**src/rtl/lsq_pkg.sv**
```systemverilog
// Shared types for the parametrised load/store queue: FSM states, entry view and offset sign extension.
package lsq_pkg;

    localparam int unsigned LSQ_TAG_W  = 5;
    localparam int unsigned LSQ_DATA_W = 32;
    localparam int unsigned LSQ_IMM_W  = 16;

    typedef enum logic [1:0] {
        IDLE = 2'd0,
        REQ  = 2'd1,
        DONE = 2'd2
    } lsq_state_t;

    typedef struct packed {
        logic                  valid;
        logic                  is_store;
        logic [LSQ_TAG_W-1:0]  rob_tag;
        logic [LSQ_DATA_W-1:0] base;
        logic [LSQ_TAG_W-1:0]  base_tag;
        logic                  base_ready;
        logic [LSQ_IMM_W-1:0]  offset;
        logic [LSQ_DATA_W-1:0] data;
        logic [LSQ_TAG_W-1:0]  data_tag;
        logic                  data_ready;
    } lsq_entry_t;

    function automatic logic [LSQ_DATA_W-1:0] sext(input logic [LSQ_IMM_W-1:0] imm);
        return {{(LSQ_DATA_W-LSQ_IMM_W){imm[LSQ_IMM_W-1]}}, imm};
    endfunction

endpackage

```
**src/rtl/lsq_operand_slot.sv**
```systemverilog
// One operand of a queue entry: tag/value/ready register that wakes up on a matching CDB broadcast,
// including a broadcast that lands in the same cycle the operand is written.
module lsq_operand_slot #(
    parameter int unsigned TAG_W  = 5,
    parameter int unsigned DATA_W = 32
) (
    input  logic              clk,
    input  logic              rst,
    input  logic              clear,
    input  logic              entry_valid,
    input  logic              load,
    input  logic [TAG_W-1:0]  load_tag,
    input  logic              load_ready,
    input  logic [DATA_W-1:0] load_val,
    input  logic              cdb_valid,
    input  logic [TAG_W-1:0]  cdb_tag,
    input  logic [DATA_W-1:0] cdb_data,
    output logic [TAG_W-1:0]  tag,
    output logic [DATA_W-1:0] val,
    output logic              ready
);

    logic hit_new;
    logic hit_held;

    assign hit_new  = cdb_valid && (cdb_tag == load_tag);
    assign hit_held = cdb_valid && entry_valid && !ready && (cdb_tag == tag);

    always_ff @(posedge clk) begin
        if (rst || clear) begin
            tag   <= '0;
            val   <= '0;
            ready <= 1'b0;
        end else if (load) begin
            tag <= load_tag;
            if (load_ready) begin
                val   <= load_val;
                ready <= 1'b1;
            end else if (hit_new) begin
                val   <= cdb_data;
                ready <= 1'b1;
            end else begin
                val   <= load_val;
                ready <= 1'b0;
            end
        end else if (hit_held) begin
            val   <= cdb_data;
            ready <= 1'b1;
        end
    end

endmodule

```
**src/rtl/load_store_queue_param.sv**
```systemverilog
// In-order load/store queue: buffers memory ops, snoops the CDB, issues one request at a time from the head.
// Optional flush port enabled by defining LSQ_FLUSH_EN.
module load_store_queue_param
    import lsq_pkg::*;
#(
    parameter int unsigned DEPTH  = 8,
    parameter int unsigned TAG_W  = LSQ_TAG_W,
    parameter int unsigned DATA_W = LSQ_DATA_W,
    parameter int unsigned IMM_W  = LSQ_IMM_W
) (
    input  logic                         clk,
    input  logic                         rst,
`ifdef LSQ_FLUSH_EN
    input  logic                         flush,
`endif
    input  logic                         issue_en,
    output logic                         issue_ready,
    input  logic                         is_store,
    input  logic [TAG_W-1:0]             rob_tag,
    input  logic [TAG_W-1:0]             addr_tag,
    input  logic                         addr_ready,
    input  logic [DATA_W-1:0]            addr_val,
    input  logic [IMM_W-1:0]             offset,
    input  logic [TAG_W-1:0]             data_tag,
    input  logic                         data_ready,
    input  logic [DATA_W-1:0]            data_val,
    input  logic                         cdb_valid,
    input  logic [TAG_W-1:0]             cdb_tag,
    input  logic [DATA_W-1:0]            cdb_data,
    output logic                         mem_req,
    output logic                         mem_we,
    output logic [DATA_W-1:0]            mem_addr,
    output logic [DATA_W-1:0]            mem_data,
    input  logic                         mem_ack,
    input  logic [DATA_W-1:0]            mem_read_val,
    output logic                         lsu_done,
    output logic [TAG_W-1:0]             lsu_tag,
    output logic [DATA_W-1:0]            lsu_val,
    output logic [$clog2(DEPTH+1)-1:0]   count
);

    localparam int unsigned PTR_W = $clog2(DEPTH);
    localparam int unsigned CNT_W = $clog2(DEPTH+1);

    logic                 clear;
    lsq_state_t           state;
    logic [PTR_W-1:0]     head;
    logic [PTR_W-1:0]     tail;
    logic [DEPTH-1:0]     valid_q;
    logic [DEPTH-1:0]     is_store_q;
    logic [TAG_W-1:0]     rob_tag_q [DEPTH];
    logic [IMM_W-1:0]     offset_q  [DEPTH];

    logic [TAG_W-1:0]     base_tag_w  [DEPTH];
    logic [DATA_W-1:0]    base_val_w  [DEPTH];
    logic [DEPTH-1:0]     base_rdy_w;
    logic [TAG_W-1:0]     data_tag_w  [DEPTH];
    logic [DATA_W-1:0]    data_val_w  [DEPTH];
    logic [DEPTH-1:0]     data_rdy_w;

    lsq_entry_t           entries [DEPTH];
    lsq_entry_t           head_e;
    logic                 head_ready;
    logic [DATA_W-1:0]    eff_addr;
    logic                 push;
    logic                 pop;
    logic                 unused_tags;

`ifdef LSQ_FLUSH_EN
    assign clear = flush;
`else
    assign clear = 1'b0;
`endif

    assign issue_ready = (count != CNT_W'(DEPTH));
    assign push        = issue_en && issue_ready;
    assign pop         = (state == REQ) && mem_ack;

    // Per-entry operand slots; loads have no data dependency, so their data slot is born ready with 0.
    for (genvar i = 0; i < DEPTH; i++) begin : g_entry
        logic load_here;
        assign load_here = push && (tail == PTR_W'(i));

        lsq_operand_slot #(.TAG_W(TAG_W), .DATA_W(DATA_W)) u_base (
            .clk         (clk),
            .rst         (rst),
            .clear       (clear),
            .entry_valid (valid_q[i]),
            .load        (load_here),
            .load_tag    (addr_tag),
            .load_ready  (addr_ready),
            .load_val    (addr_val),
            .cdb_valid   (cdb_valid),
            .cdb_tag     (cdb_tag),
            .cdb_data    (cdb_data),
            .tag         (base_tag_w[i]),
            .val         (base_val_w[i]),
            .ready       (base_rdy_w[i])
        );

        lsq_operand_slot #(.TAG_W(TAG_W), .DATA_W(DATA_W)) u_data (
            .clk         (clk),
            .rst         (rst),
            .clear       (clear),
            .entry_valid (valid_q[i]),
            .load        (load_here),
            .load_tag    (data_tag),
            .load_ready  (data_ready || !is_store),
            .load_val    (is_store ? data_val : '0),
            .cdb_valid   (cdb_valid),
            .cdb_tag     (cdb_tag),
            .cdb_data    (cdb_data),
            .tag         (data_tag_w[i]),
            .val         (data_val_w[i]),
            .ready       (data_rdy_w[i])
        );

        always_comb begin
            entries[i]            = '0;
            entries[i].valid      = valid_q[i];
            entries[i].is_store   = is_store_q[i];
            entries[i].rob_tag    = LSQ_TAG_W'(rob_tag_q[i]);
            entries[i].base       = LSQ_DATA_W'(base_val_w[i]);
            entries[i].base_tag   = LSQ_TAG_W'(base_tag_w[i]);
            entries[i].base_ready = base_rdy_w[i];
            entries[i].offset     = LSQ_IMM_W'(offset_q[i]);
            entries[i].data       = LSQ_DATA_W'(data_val_w[i]);
            entries[i].data_tag   = LSQ_TAG_W'(data_tag_w[i]);
            entries[i].data_ready = data_rdy_w[i];
        end
    end

    assign head_e      = entries[head];
    assign head_ready  = head_e.valid && head_e.base_ready && head_e.data_ready;
    assign eff_addr    = DATA_W'(head_e.base + sext(head_e.offset));
    assign unused_tags = ^{head_e.base_tag, head_e.data_tag};

    // Ring pointers, occupancy and per-entry metadata.
    always_ff @(posedge clk) begin
        if (rst || clear) begin
            head    <= '0;
            tail    <= '0;
            count   <= '0;
            valid_q <= '0;
        end else begin
            if (push) begin
                valid_q[tail]    <= 1'b1;
                is_store_q[tail] <= is_store;
                rob_tag_q[tail]  <= rob_tag;
                offset_q[tail]   <= offset;
                tail             <= tail + PTR_W'(1);
            end
            if (pop) begin
                valid_q[head] <= 1'b0;
                head          <= head + PTR_W'(1);
            end
            case ({push, pop})
                2'b10:   count <= count + CNT_W'(1);
                2'b01:   count <= count - CNT_W'(1);
                default: count <= count;
            endcase
        end
    end

    // Request sequencer; request payload is frozen in registers for the whole REQ phase.
    always_ff @(posedge clk) begin
        if (rst || clear) begin
            state    <= IDLE;
            mem_req  <= 1'b0;
            mem_we   <= 1'b0;
            mem_addr <= '0;
            mem_data <= '0;
            lsu_done <= 1'b0;
            lsu_tag  <= '0;
            lsu_val  <= '0;
        end else begin
            lsu_done <= 1'b0;
            case (state)
                IDLE: begin
                    if (head_ready) begin
                        state    <= REQ;
                        mem_req  <= 1'b1;
                        mem_we   <= head_e.is_store;
                        mem_addr <= eff_addr;
                        mem_data <= DATA_W'(head_e.data);
                    end
                end
                REQ: begin
                    if (mem_ack) begin
                        state    <= DONE;
                        mem_req  <= 1'b0;
                        mem_we   <= 1'b0;
                        lsu_done <= 1'b1;
                        lsu_tag  <= TAG_W'(head_e.rob_tag);
                        lsu_val  <= head_e.is_store ? '0 : mem_read_val;
                    end
                end
                DONE: begin
                    state <= IDLE;
                end
                default: begin
                    state <= IDLE;
                end
            endcase
        end
    end

endmodule

```
**config.mk**
```make
export PLATFORM = sky130hd
export DESIGN_NAME = load_store_queue_param
export DESIGN_NICKNAME = d
export VERILOG_FILES = /design/src/rtl/lsq_pkg.sv /design/src/rtl/lsq_operand_slot.sv /design/src/rtl/load_store_queue_param.sv
export SDC_FILE = /design/constraint.sdc
export NUM_CORES = 2
export LEC_CHECK = 0
export ABC_AREA = 0
export CELL_PAD_IN_SITES_DETAIL_PLACEMENT = 2
export CELL_PAD_IN_SITES_GLOBAL_PLACEMENT = 2
export CORE_UTILIZATION = 30
export CTS_CLUSTER_SIZE = 20
export DETAILED_ROUTE_END_ITERATION = 10
export DONT_BUFFER_PORTS = 1
export GPL_TIMING_DRIVEN = 0
export PLACE_DENSITY_LB_ADDON = 0.1
export SLEW_MARGIN = 20
export SYNTH_ARGS = -nofsm -noshare
export SYNTH_HDL_FRONTEND = slang
export SYNTH_SLANG_ARGS = --single-unit
```
**constraint.sdc**
```tcl
create_clock -name clk -period 4.8 [get_ports clk]
set_input_delay 0.24 -clock clk [delete_from_list [all_inputs] [get_ports clk]]
set_output_delay 0.24 -clock clk [all_outputs]
set_load 0.02 [all_outputs]
```
# Word-level counts from Yosys, hierarchy flattened
# Memory sizes are Yosys's and may differ from the RTL's.
# Cells that the tools add are included.
# Widths: inputs -> output; s select.
[op_classes]
add_sub_neg = 5
n_lt_le_gt_ge = 5
n_eq_ne = 31
muxes = 98
bitwise_logic = 6
n_reduce_logical = 100
[op_table]
columns = ["operator", "n"]
rows = [
  ["$mux 32", 38],
  ["$bmux 99 s3", 1],
  ["$mux 99", 2],
  ["$eq 5x5->1", 18],
  ["$logic_and 1x1->1", 56],
  ["$mux 1", 45],
  ["$reduce_bool 2->1", 18],
  ["$add 32x32->32", 1],
  ["$mux 8", 3],
  ["$logic_not 1->1", 17],
  ["$eq 3x3->1 const B", 4],
  ["$and 8x8->8", 1],
  ["$bwmux 8", 1],
  ["$lt 3x4->1 const B", 2],
  ["$not 8->8", 1],
  ["$or 8x8->8", 1],
  ["$pmux 4 s2", 1],
  ["$reduce_and 2->1", 4],
  ["$add 3x1->3 const B", 2],
  ["$demux 1 s3", 2],
  ["$eq 3x2->1 const B", 2],
  ["$ge 3x1->1 const B", 2],
  ["$add 4x1->4 const B", 1],
  ["$eq 2x1->1 const B", 2],
  ["other kinds (16)", 20],
]
[word_totals]
reg_bits = 740
ramBits = 168
in_bits = 172
output_inout_bits = 109
n_memories = 2
[memory_table]
columns = ["memory", "depth", "width", "rd", "rd_ports_with_merged_regs", "write_ports", "line_no", "text"]
rows = [
  ["offset_q", 8, 16, 8, 0, 1, "load_store_queue_param.sv:52", "logic [IMM_W-1:0] offset_q [DEPTH];"],
  ["rob_tag_q", 8, 5, 8, 0, 1, "load_store_queue_param.sv:51", "logic [TAG_W-1:0] rob_tag_q [DEPTH];"],
]

# Depth between registers and ports, before layout
[logic_depth]
ltp_word = 9
ltp_mapped = 17

# Hierarchy
# From an unflattened synthesis, not the netlist that was laid out.
[hier_totals]
hier_cells = 5594
area_unflattened_um2 = 54703.7
[by_module_without_submodules]
columns = ["mod", "n_inst", "cells_each", "area_each_um2", "seq_area_each_um2"]
rows = [
  ["lsq_operand_slot", 16, 259, 2356.0, 760.7],
  ["load_store_queue_param", 1, 1450, 17007.6, 7767.4],
]

# Worst setup path before layout
# No wires, ideal clock.
[synth_path]
kind = "reg2reg"
start = "register head[1]"
end = "register mem_addr[28]"
setup_ns = 0.124
arrival_ns = 3.926
t_required_ns = 4.676
slack_ns = 0.750
path_stages_with_launch = 18
path_buffers = 4
path_cell_list = "dfxtp_1 buf_2 buf_2 buf_2 buf_1 mux4_2 mux2_2 ha_1 inv_1 fa_1 nand2b_1 a21o_1 a21oi_1 a31oi_1 o21ba_2 a221oi_1 mux2i_1 nand3_1"
[synth_via]
elab_chain_cells = 7
word_cells_on_any_way = 8
[synth_lines]
columns = ["item", "line_no", "text"]
rows = [
  ["from (decl)", "load_store_queue_param.sv:47", "logic [PTR_W-1:0] head;"],
  ["from (signal assigned)", "load_store_queue_param.sv:155", "head <= head + PTR_W'(1);"],
  ["$not 3->4 (not written as such) (*)", "load_store_queue_param.sv:133", "assign head_e = entries[head];"],
  ["$bmux 99 s3 (*)", "load_store_queue_param.sv:133", ""],
  ["$mux 99 (not written as such) (*) (2 in series)", "load_store_queue_param.sv:133", ""],
  ["parallel branches: the longest is 3 deep, another holds $add 32x32->32", "-", ""],
  ["to (signal assigned)", "load_store_queue_param.sv:184", "mem_addr <= eff_addr;"],
  ["to (decl)", "load_store_queue_param.sv:32", "output logic [DATA_W-1:0] mem_addr,"],
]
# Mark *: on every way between the ends. The select of a mux whose other input is x is not followed.
# A chain may end at the register's enable or synchronous reset.

# Worst setup path after layout
# Same ends and word-level chain as after synthesis.

==> metrics.txt <==
Post-Synth XOR/XNOR Area 2.19%; first-pass GRT wire length 312000 um; worst skew pair latency ~0.73 ns; Final min period 4.64 ns; placed inst area 48000 um^2; Die Span X around 390 um; Synth top area share 32.4%; Ports approximately 280; row cnt 142; Clock H-tree levels 3; Highest Clock Rate ~0.22 GHz; drt first-iter violations 2297; wire length per cell approximately 33 um; cell accounting for the most synthesized area dfxtp_1; CP Launch Type flop; Final Cycle Share 96.6%; via-per-instance ratio 5.58; vias 37400; Synth Flop Type dfxtp_1; CTS root buf clkbuf_16; total gr overflow 0; Syn Std Cell Area 45200 um^2; asr flop ratio synth 0%; Post-Route Skew ~0.027 ns; number of fill cells approximately 16000; critical-path cell list buf_2, buf_4, buf_4, mux2_2, ha_1, inv_1, fa_1, nand2b_1, a21o_1, a21oi_2, a31oi_2, o21ba_2, a221oi_1, mux2i_1, nand3_1; most frequent CP cell buf_4; die height slightly below 400 um; Synth Area in Adders 1.22%; final setup violation count 0; kind of critical path flop to flop; Leakage 21.2 nW; Layout Area Growth over Synthesis 17.2%; Max FO, Critical Path 19; initial core utilization 30.2%; multiplexer share of the synthesized area 23.0%; status finished, final reports clean; Design Power around 19 mW; worst setup margin 0.162 ns; Final Cell Area 52900 um^2; placed cells 6384; Max stage delay on crit path 0.53 ns; power per cell area 356 nW/um^2; syn nets ~4600; Hold Slack 0.0450 ns; max-slew violations 0; Worst Path Required around 5.4 ns; yosys warns 0; Hold WC Path Type input pin to flop; routed wire length 221000 um; CTS tree built; Synth area leaders dfxtp_1 32%, mux2i_1 12%, edfxtp_1 12%; slowest library cell on the worst path buf_4; number of max-cap violations 0; total negative slack 0 ns; number of flops mapped to enable cells by yosys about 180; Longest Clk Path Bufs 3; largest family of logic cells by synthesized area multiplexers; Worst path top cell family by delay buffers and inverters; setup slack at placement -1.53 ns; largest net degree at the start of global routing 20; area fraction in compound gates after synthesis 14.1%; Hold Fails Final Rpt 0; Final Util 35.4%; CP arrival 5.25 ns; Seq/Total Area, Yosys 44.1%; Cells after Synth roughly 4300; Core ar. 150000 um^2; CP Buf/Inv Count 4; Port-buffer cells 0; slew margin rel. 16.2%; vias in the first global route between 30000 and 40000; layout cell share with drive strength beyond 1 roughly 17%; Non-Filler Instances ~6700; Peak VDD IR 0.311 mV; Clk pin slew, worst setup/hold paths 0.06 ns; Placer Congestion roughly 0.87; Yosys reg bits between 900 and 1000; Die ar. 152000 um^2; Num Clock Sinks 908; Post-route DRC 0; post-synthesis simple-gate area fraction 10.4%; Num CTS Buffers 112; RSZ-0062 raised after global routing no; GRT Util Overall 28.6%; initial antenna violation count 24; Layout Nets 4809; 1st-pass router iterations 5; Least-Margin Pin Slew 1.26 ns; Post-DP HPWL 164000 um; number of routed nets with antenna violations 0; Avg Cell Area, Syn between 10 and 15 um^2; Critical Path End Type flop; Yosys cell types ~70
-- cells by family (layout without fill, tap and decap cells) --
kind of cell               count (synthesis)  count (layout)
other                                      0              10
DFF                                      908             908
muxes                                    808             808
and+or+nand+nor                         1122            1122
buffers and inverters                    482             816
adders and majority gates                 43              43
xor gates and xnor gates                 113             113
AOI/OAI and AO/OA                        872             872
-- power breakdown --
part / internal, mW / switching (mW) / leakage, nW / total [mW]
combinational: 0.698 / 1.39 / 11.9 / 2.09
clock: 4.96 / 3.63 / 1.76 / 8.59
sequential: 8.01 / 0.155 / 7.52 / 8.17
-- state kept, by name, summed over array words and instances, names as in the netlist, 2 cells and up --
| name | flops |
|---|---|
| lsu_tag | 5 |
| mem_addr | 32 |
| head | 3 |
| tail | 3 |
| g_entry.u_data.tag | 40 |
| lsu_val | 32 |
| offset_q | 128 |
| g_entry.u_base.tag | 40 |
| valid_q | 8 |
| g_entry.u_data.ready | 8 |
| g_entry.u_base.ready | 8 |
| state | 2 |
| is_store_q | 8 |
| g_entry.u_base.val | 256 |
| g_entry.u_data.val | 256 |
| mem_data | 32 |
| rob_tag_q | 40 |
| count | 4 |
-- cell type report --
cell class	count	area, um^2	share of cell area [%]
Sequential cell	908	19900	37.7
Clock inverter	35	308	0.581
Inverter	19	71.3	0.135
Multi-Input combinational cell	2958	23100	43.6
Clock buffer	167	3290	6.22
Tap cell	2016	2520	4.76
Antenna cell	10	25.0	0.0473
Buffer	458	2340	4.42
Timing Repair Buffer	137	1350	2.54
-- Yosys cell counts (17+ instances only) --
library cell  number
o21ai_4           27
xor2_1            32
nand3_1           50
dfxtp_1          732
inv_1             17
o21ai_0           24
nor3_1            17
a21oi_1          174
mux4_2           173
nor2_1           608
buf_2            195
nand2_2           32
nand2_1          316
mux2_2            66
xnor2_1           81
nand4_1           21
edfxtp_1         176
mux2i_1          559
buf_4             27
clkbuf_1         214
or4_1             18
ha_1              41
a211oi_1         557
-- routing by layer --
metal | global-route usage, % | vias up | routed length (um) | part of all wire [%]
met5 | 0 | - | 80 | 0.036
met4 | 8.69 | 12 | 7560 | 3.4
met3 | 3.93 | 273 | 9930 | 4.5
met2 | 46.3 | 861 | 102000 | 46
met1 | 39.3 | 19900 | 102000 | 46
li1 | - | 16400 | - | -
-- worst register-to-register path, cell delays in order (launching register included) --
cell	delay, ns
dfxtp_1	0.36
buf_2	0.27
buf_4	0.53
buf_4	0.49
mux2_2	0.28
ha_1	0.22
inv_1	0.08
fa_1	0.43
nand2b_1	0.22
a21o_1	0.23
a21oi_2	0.23
a31oi_2	0.19
o21ba_2	0.29
a221oi_1	0.39
mux2i_1	0.24
nand3_1	0.08
-- what timing repair did --
item                                   CTS  global route
endpoints found under the hold margin  606             0
pin swaps                                0             2
hold buffers                           116             0
resized for setup                       53            21
gates cloned                             0             0
setup buffers                            0             1
setup endpoints to repair               29            16
-- final timing paths --
check / start / endpoint / slack (ns) / cells past startpoint
worst max-delay path: head[1] / mem_addr[28] / 0.16 / 15
worst min-delay path: data_val[13] / g_entry[3].u_data.val[13] / 0.05 / 4
worst max register to register: head[1] / mem_addr[28] / 0.16 / 15
worst min register to register: g_entry[2].u_data.tag[3] / g_entry[2].u_data.tag[3] / 0.47 / 2
-- layout by cell type (no fill, tap or decap), types with 18 or more instances in the layout --
| master | instances |
|---|---|
| clkbuf_1 | 234 |
| buf_2 | 177 |
| xor2_1 | 32 |
| nand2_1 | 316 |
| ha_1 | 41 |
| nand2_2 | 32 |
| nand3_1 | 50 |
| mux2_2 | 66 |
| buf_4 | 49 |
| edfxtp_1 | 176 |
| mux4_2 | 173 |
| xnor2_1 | 81 |
| o21ai_4 | 27 |
| o21ai_0 | 24 |
| nand4_1 | 21 |
| mux2i_1 | 557 |
| a211oi_1 | 555 |
| clkbuf_8 | 20 |
| clkbuf_16 | 116 |
| or4_1 | 18 |
| dlygate4sd3_1 | 116 |
| a21oi_1 | 172 |
| nor2_1 | 605 |
| dfxtp_1 | 731 |
Note: power is estimated with default switching activity, not from simulation.
